--- src/rtl/serial_negate_pkg.sv ---
// serial_negate_pkg
// Shared definitions for the serial negate arbiter: FSM state encoding and
// the default operand width.
package serial_negate_pkg;

    localparam int DEFAULT_WIDTH = 8;

    typedef enum logic [1:0] {
        ST_IDLE = 2'd0,
        ST_RUN  = 2'd1,
        ST_DONE = 2'd2
    } state_t;

endpackage

--- src/rtl/full_adder.sv ---
// full_adder
// One-bit full adder. It is the only arithmetic element in the serial
// negator.
// Ports:
//   a, b  : addend bits
//   cin   : carry in
//   sum   : a ^ b ^ cin
//   cout  : carry out
module full_adder (
    input  logic a,
    input  logic b,
    input  logic cin,
    output logic sum,
    output logic cout
);

    assign sum  = a ^ b ^ cin;
    assign cout = (a & b) | (a & cin) | (b & cin);

endmodule

--- src/rtl/serial_negate_arbiter.sv ---
// serial_negate_arbiter
// Two requesters share one bit-serial two's-complement negator. In IDLE a
// round-robin arbiter picks a requester. The accepted operand is inverted and
// then incremented one bit per cycle through a single full adder. The result
// is held in DONE until the consumer takes it.
// Ports:
//   clk, rst_n             : clock, synchronous active-low reset
//   reqN_valid/data/ready  : operand handshake for requesters 0 and 1
//   out_valid/data/id/ovf  : result, owning requester, most-negative flag
//   out_ready              : consumer takes the result
//   busy                   : high whenever the FSM is not in IDLE
//
// state   | meaning
// --------+--------------------------------------------------------------
// ST_IDLE | waiting for an operand; the arbiter's grant drives reqN_ready
// ST_RUN  | one result bit per cycle, WIDTH cycles in total
// ST_DONE | result presented on out_*; held until out_ready
module serial_negate_arbiter
    import serial_negate_pkg::*;
#(
    parameter int WIDTH = DEFAULT_WIDTH
) (
    input  logic             clk,
    input  logic             rst_n,
    input  logic             req0_valid,
    input  logic [WIDTH-1:0] req0_data,
    output logic             req0_ready,
    input  logic             req1_valid,
    input  logic [WIDTH-1:0] req1_data,
    output logic             req1_ready,
    output logic             out_valid,
    output logic [WIDTH-1:0] out_data,
    output logic             out_id,
    output logic             out_ovf,
    input  logic             out_ready,
    output logic             busy
);

    localparam int               CNT_W    = $clog2(WIDTH);
    localparam logic [CNT_W-1:0] LAST_BIT = CNT_W'(WIDTH - 1);
    localparam logic [WIDTH-1:0] MOST_NEG = {1'b1, {(WIDTH-1){1'b0}}};

    state_t           state;
    logic [WIDTH-1:0] operand_sr;
    logic [WIDTH-1:0] result_sr;
    logic [CNT_W-1:0] bit_cnt;
    logic             carry;
    logic             cur_id;
    logic             cur_ovf;
    logic             last_served;

    logic             grant0;
    logic             grant1;
    logic [WIDTH-1:0] sel_data;
    logic [WIDTH-1:0] next_result;
    logic             fa_sum;
    logic             fa_cout;

    // Round-robin: on a tie the requester that was not served last wins.
    // last_served resets to 1 so requester 0 wins the first tie.
    always_comb begin
        grant0 = req0_valid & (~req1_valid | last_served);
        grant1 = req1_valid & (~req0_valid | ~last_served);
    end

    // rst_n is included so the readies are low while reset is asserted,
    // even before the first reset edge has cleared the state.
    assign req0_ready = rst_n & (state == ST_IDLE) & grant0;
    assign req1_ready = rst_n & (state == ST_IDLE) & grant1;
    assign busy       = (state != ST_IDLE);

    assign sel_data    = req1_ready ? req1_data : req0_data;
    assign next_result = {fa_sum, result_sr[WIDTH-1:1]};

    // -x = ~x + 1: the inverted operand is added to zero with a carry-in of 1,
    // LSB first.
    full_adder u_full_adder (
        .a    (operand_sr[0]),
        .b    (1'b0),
        .cin  (carry),
        .sum  (fa_sum),
        .cout (fa_cout)
    );

    always_ff @(posedge clk) begin
        if (!rst_n) begin
            state       <= ST_IDLE;
            operand_sr  <= '0;
            result_sr   <= '0;
            bit_cnt     <= '0;
            carry       <= 1'b0;
            cur_id      <= 1'b0;
            cur_ovf     <= 1'b0;
            last_served <= 1'b1;
            out_valid   <= 1'b0;
            out_data    <= '0;
            out_id      <= 1'b0;
            out_ovf     <= 1'b0;
        end else begin
            case (state)
                ST_IDLE: begin
                    if (req0_ready || req1_ready) begin
                        operand_sr  <= ~sel_data;
                        carry       <= 1'b1;
                        bit_cnt     <= '0;
                        cur_id      <= req1_ready;
                        cur_ovf     <= (sel_data == MOST_NEG);
                        last_served <= req1_ready;
                        state       <= ST_RUN;
                    end
                end
                ST_RUN: begin
                    result_sr  <= next_result;
                    operand_sr <= operand_sr >> 1;
                    carry      <= fa_cout;
                    bit_cnt    <= bit_cnt + 1'b1;
                    // The final carry-out is dropped; the result wraps modulo 2^WIDTH.
                    if (bit_cnt == LAST_BIT) begin
                        state     <= ST_DONE;
                        out_valid <= 1'b1;
                        out_data  <= next_result;
                        out_id    <= cur_id;
                        out_ovf   <= cur_ovf;
                    end
                end
                ST_DONE: begin
                    if (out_ready) begin
                        state     <= ST_IDLE;
                        out_valid <= 1'b0;
                    end
                end
                default: begin
                    state     <= ST_IDLE;
                    out_valid <= 1'b0;
                end
            endcase
        end
    end

endmodule

--- config.mk ---
export PLATFORM = sky130hd
export DESIGN_NAME = serial_negate_arbiter
export DESIGN_NICKNAME = d
export VERILOG_FILES = /design/src/rtl/serial_negate_pkg.sv /design/src/rtl/full_adder.sv /design/src/rtl/serial_negate_arbiter.sv
export SDC_FILE = /design/constraint.sdc
export NUM_CORES = 1
export LEC_CHECK = 0
export ABC_CLOCK_PERIOD_IN_PS = 3300
export CAP_MARGIN = 0
export CORE_ASPECT_RATIO = 1.5
export CORE_MARGIN = 2
export CORE_UTILIZATION = 30
export DETAILED_ROUTE_END_ITERATION = 8
export DONT_BUFFER_PORTS = 1
export SYNTH_ARGS = -nofsm -noshare
export SYNTH_HDL_FRONTEND = slang
export SYNTH_SLANG_ARGS = --single-unit
--- constraint.sdc ---
create_clock -name clk -period 3.3 [get_ports clk]
set_input_delay 0.33 -clock clk [delete_from_list [all_inputs] [get_ports clk]]
set_output_delay 0.33 -clock clk [all_outputs]
set_load 0.02 [all_outputs]
# Yosys cells after proc, flatten, opt, wreduce, memory -nomap -nowiden
# Index checks and enable logic that the tools add are counted.
# totals
out_inout_bits	14
word_cells	57
input_bits	21
regBits	36
# classes
n_bitwise	14
n_reduce_logical	9
n_mux	14
n_eq_ne	7
n_addsub	1
# op_table
operator	n
$mux W8	2
$pmux W8 S2	1
$eq A8 B8 Y1 const B	1
$not A8 Y8	1
$and A1 B1 Y1	6
$mux W2	3
$pmux W2 S3	1
$pmux W3 S2	1
$reduce_and A2 Y1	3
$reduce_and A3 Y1	2
$ne A2 B2 Y1 const B	2
$not A1 Y1	4
$reduce_bool A2 Y1	2
$add A3 B1 Y3 const B	1
$eq A3 B3 Y1 const B	1
$mux W1	3
$mux W3	1
$pmux W1 S3	1
$eq A2 B1 Y1 const B	1
$eq A2 B2 Y1 const B	1
$logic_not A2 Y1	1
$ne A2 B1 Y1 const B	1
$or A1 B1 Y1	2
$pmux W1 S2	1
other kinds (2)	2

# Depth between registers and ports, before layout
# logic_depth
depth_word	8
depth_mapped	6
depth_no_buf	5

# Modules after synthesis
# Synthesis repeated with hierarchy kept, for this count alone.
# unflattened
cells_unflattened	178
hier_area_um2	1617.8
# by_module_without_submodules
mod	cells_each	area_per_inst_um2	seq_area_each_um2	instances
serial_negate_arbiter	177	1597.8	700.7	1
full_adder	1	20.0	0.0	1

# Least setup slack after synthesis
# No wires, ideal clock.
# synth_path
kind	in2reg
from	input req0_data[2]
to	register cur_ovf
slack_ns	1.955
t_arrival_ns	1.261
setup_time_ns	0.084
stages	4
required_ns	3.216
path_buffers	0
cell_sequence	or4_1 > nor4_1 > mux2i_1 > o31ai_2
# synth_between
elab_chain_len	2
# synth_rtl
item	line	text
start, declared	serial_negate_arbiter.sv:26	input logic [WIDTH-1:0] req0_data,
$mux W8	serial_negate_arbiter.sv:72	assign sel_data = req1_ready ? req1_data : req0_data;
$eq A8 B8 Y1	serial_negate_arbiter.sv:107	cur_ovf <= (sel_data == MOST_NEG);
end signal, assigned	serial_negate_arbiter.sv:107	
end, declared	serial_negate_arbiter.sv:49	logic cur_ovf;
# No other way between the ends.
# A chain may end at the register's enable or synchronous reset.

# Worst setup path after layout
# layout_path
from	register state[1]
to	output req1_ready
# layout_between
elab_chain_len	3
# layout_rtl
item	line	text
start, declared	serial_negate_arbiter.sv:43	state_t state;
start signal, assigned	serial_negate_arbiter.sv:87	state <= ST_IDLE;
start signal, assigned	serial_negate_arbiter.sv:109	state <= ST_RUN;
start signal, assigned	serial_negate_arbiter.sv:119	state <= ST_DONE;
$logic_not A2 Y1	serial_negate_arbiter.sv:69	assign req1_ready = rst_n & (state == ST_IDLE) & grant1;
$and A1 B1 Y1 (2 in a row)	serial_negate_arbiter.sv:69	
end, declared	serial_negate_arbiter.sv:30	output logic req1_ready,
# No other way between the ends.

==> results.sh <==
export IMPL_status="complete, no violations"
export IMPL_hold_buffers=0
export IMPL_drv_slew=0
export IMPL_whs_ps=155
export IMPL_fin_cells=245
export IMPL_rows=32
export IMPL_min_path_type="primary input to flop"
export IMPL_start_util_pct=30.8
export IMPL_yosysUniqueCellTypes=34
export IMPL_num_vias=1208
export IMPL_ys_ff_latch=35
export IMPL_grt_pass1_wl_um=5280
export IMPL_drc=0
export IMPL_ios=35
export IMPL_wire_per_inst_um=13.0
export IMPL_antenna_cells=0
export IMPL_stdcell_area_sq_mm=0.00169
export IMPL_syn2layout_area_growth_pct=6.90
export IMPL_synth_edf_count=0
export IMPL_cts_buffers=5
export IMPL_hold_viol_final=0
export IMPL_cts_resized=0
export IMPL_max_freq_ghz=0.589
export IMPL_worstPathArrival_ps=1370
export IMPL_grt_max_degree=43
export IMPL_maxSlewHeadroom_pct=57.7
export IMPL_leakagePower_nw=0.604
export IMPL_rsz0062_at_grt="false"
export IMPL_yosys_warnings=0
export IMPL_vias_per_cell=4.93
export IMPL_finalCritPeriodShare_pct=51.5
export IMPL_syn_inst=179
export IMPL_tightest_slew_ps=634
export IMPL_synth_top_flop_cell="dfxtp_1"
export IMPL_crit_type="flop to output pin"
export IMPL_skew_ps=4.20
export IMPL_drtIter0Drc=37
export IMPL_cts_setup_buffers=0
export IMPL_grt_pass1_vias=1131
export IMPL_crit_fanout=10
export IMPL_cts_tree="done"
export IMPL_port_buffers=0
export IMPL_layout_drive_gt1_share_pct=9.60
export IMPL_die_w_um=63.2
export IMPL_clk_latency_ps=280
export IMPL_period_needed_ps=1700
export IMPL_cellPowerDensity_mw_per_mm2=487
export IMPL_max_cap_viol_count=0
export IMPL_synth_avg_cell_area_sq_um=8.81
export IMPL_nFillCells=588
export IMPL_root_buffer="clkbuf_8"
export IMPL_required_ps=2970
export IMPL_synth_largest_area_cell="dfxtp_1"
export IMPL_synth_most_common_cell="nand2_1"
export IMPL_dp_cells=237
export IMPL_drt_antenna_violating_nets=0
export IMPL_cp_end_kind="output pin"
export IMPL_synth_cell_area_sq_mm=0.00158
export IMPL_start_kind="flop"
export IMPL_clkTransAtPathRegs_ps=70
export IMPL_die_area_sq_mm=0.00587
export IMPL_synth_area_leaders="dfxtp_1 44%, nand2_1 12%, a21boi_0 10%"
export IMPL_finish_utilization_pct=32.9
export IMPL_ys_seq_area_share_pct=44.4
export IMPL_h_tree_depth=2
export IMPL_synth_top_area_share_pct=44.4
export IMPL_wl_um=3180
export IMPL_antenna_found_initial=0
export IMPL_setup_tns_ps=0
export IMPL_synth_common_cells="50 x nand2_1, 35 x dfxtp_1, 22 x a21boi_0"
export IMPL_ir_drop_mv=0.226
export IMPL_fp_dieH_um=92.8
export IMPL_place_hpwl_um=2240
export IMPL_grt_usage_pct=11.7
export IMPL_clockBufferDepth=2
export IMPL_gp_congestion=0.700
export IMPL_nNetsFinal=200
export IMPL_async_flop_share_pct=0
export IMPL_core_area_sq_mm=0.00512
export IMPL_grt_overflow_total=0
export IMPL_firstDrtPassIters=4
export IMPL_placed_area_sq_mm=0.00161
export IMPL_finalSetupViolations=0
export IMPL_cts_sinks=35
export IMPL_syn_num_nets=203
-- flip-flops by register name, summed over array words and instances, names as in the netlist --
register,cells
bit_cnt,3
carry,1
cur_id,1
cur_ovf,1
last_served,1
operand_sr,8
out_data,8
out_id,1
out_ovf,1
out_valid,1
result_sr,7
state,2
-- layer usage --
layer / GRT usage, % / vias to the layer above / routed length, um
met5: 0 / - / 0
met4: 6.52 / 0 / 82
met3: 4.13 / 6 / 220
met2: 19.9 / 37 / 1530
met1: 12.5 / 550 / 1360
li1: - / 615 / -
-- through the flow --
step	setup slack, ps	power [mW]
floorplan	1960	0.530
global placement	1640	0.536
detailed placement	1580	0.537
CTS	1560	0.832
global route	1350	0.860
finish	1600	0.821
-- where the power goes --
part           total, mW  internal (mW)  switching (mW)
sequential         0.452          0.441          0.0108
clock              0.294          0.148           0.146
combinational     0.0748         0.0316          0.0432
total              0.821          0.621           0.200
-- placed cells by master, fill, tap and decap left out, drive strengths merged --
master  Yosys  final
nand2      50     50
dfxtp      35     35
a21boi     22     22
nand3       8      8
clkbuf      2      7
mux2        6      6
o221ai      6      6
o21ai       5      5
nor2        5      5
inv         4      4
mux2i       3      3
a21oi       3      3
ha          3      3
or4         2      2
nor4        2      2
and2        2      2
nand3b      2      2
nand4       1      1
nor3        1      1
or3         1      1
nand2b      1      1
and2b       1      1
o31ai       1      1
o311ai      1      1
o21a        1      1
o211a       1      1
o22ai       1      1
a21o        1      1
clkinv      0      1
-- cell type report --
cell class | instances | area (sq um) | share of cell area [%]
well taps | 68 | 85.1 | 5.04
clock inverters | 1 | 5.00 | 0.297
clock buffers | 7 | 76.3 | 4.53
multi-input cells | 130 | 805 | 47.7
flip-flops and latches | 35 | 701 | 41.5
inverters | 4 | 15.0 | 0.890
-- worst max-delay path, cell delays in order, from the launching register on --
cell and delay, ps:
dfxtp_1 380, nor2_2 240, nand4_4 240, inv_1 230
-- path summary, 6_finish.rpt --
check             slack [ps]            to          from  cells past startpoint
setup / recovery        1600    req1_ready      state[1]                      3
hold / removal           150   last_served         rst_n                      1
setup reg to reg        1610   out_data[1]      state[0]                      4
hold reg to reg          470  result_sr[1]  result_sr[1]                      2
-- logic make-up (layout without fill, tap and decap cells) --
kind of cell               Yosys count  after routing  share of synthesized area (%)
adders and majority gates            3              3                           2.38
DFF                                 35             35                           44.4
muxes                                9              9                           6.19
buffers and inverters               14             12                           4.60
AOI/OAI and AO/OA                   42             42                           19.9
and+or+nand+nor                     76             76                           22.5
(Power assumes the default switching activity.)
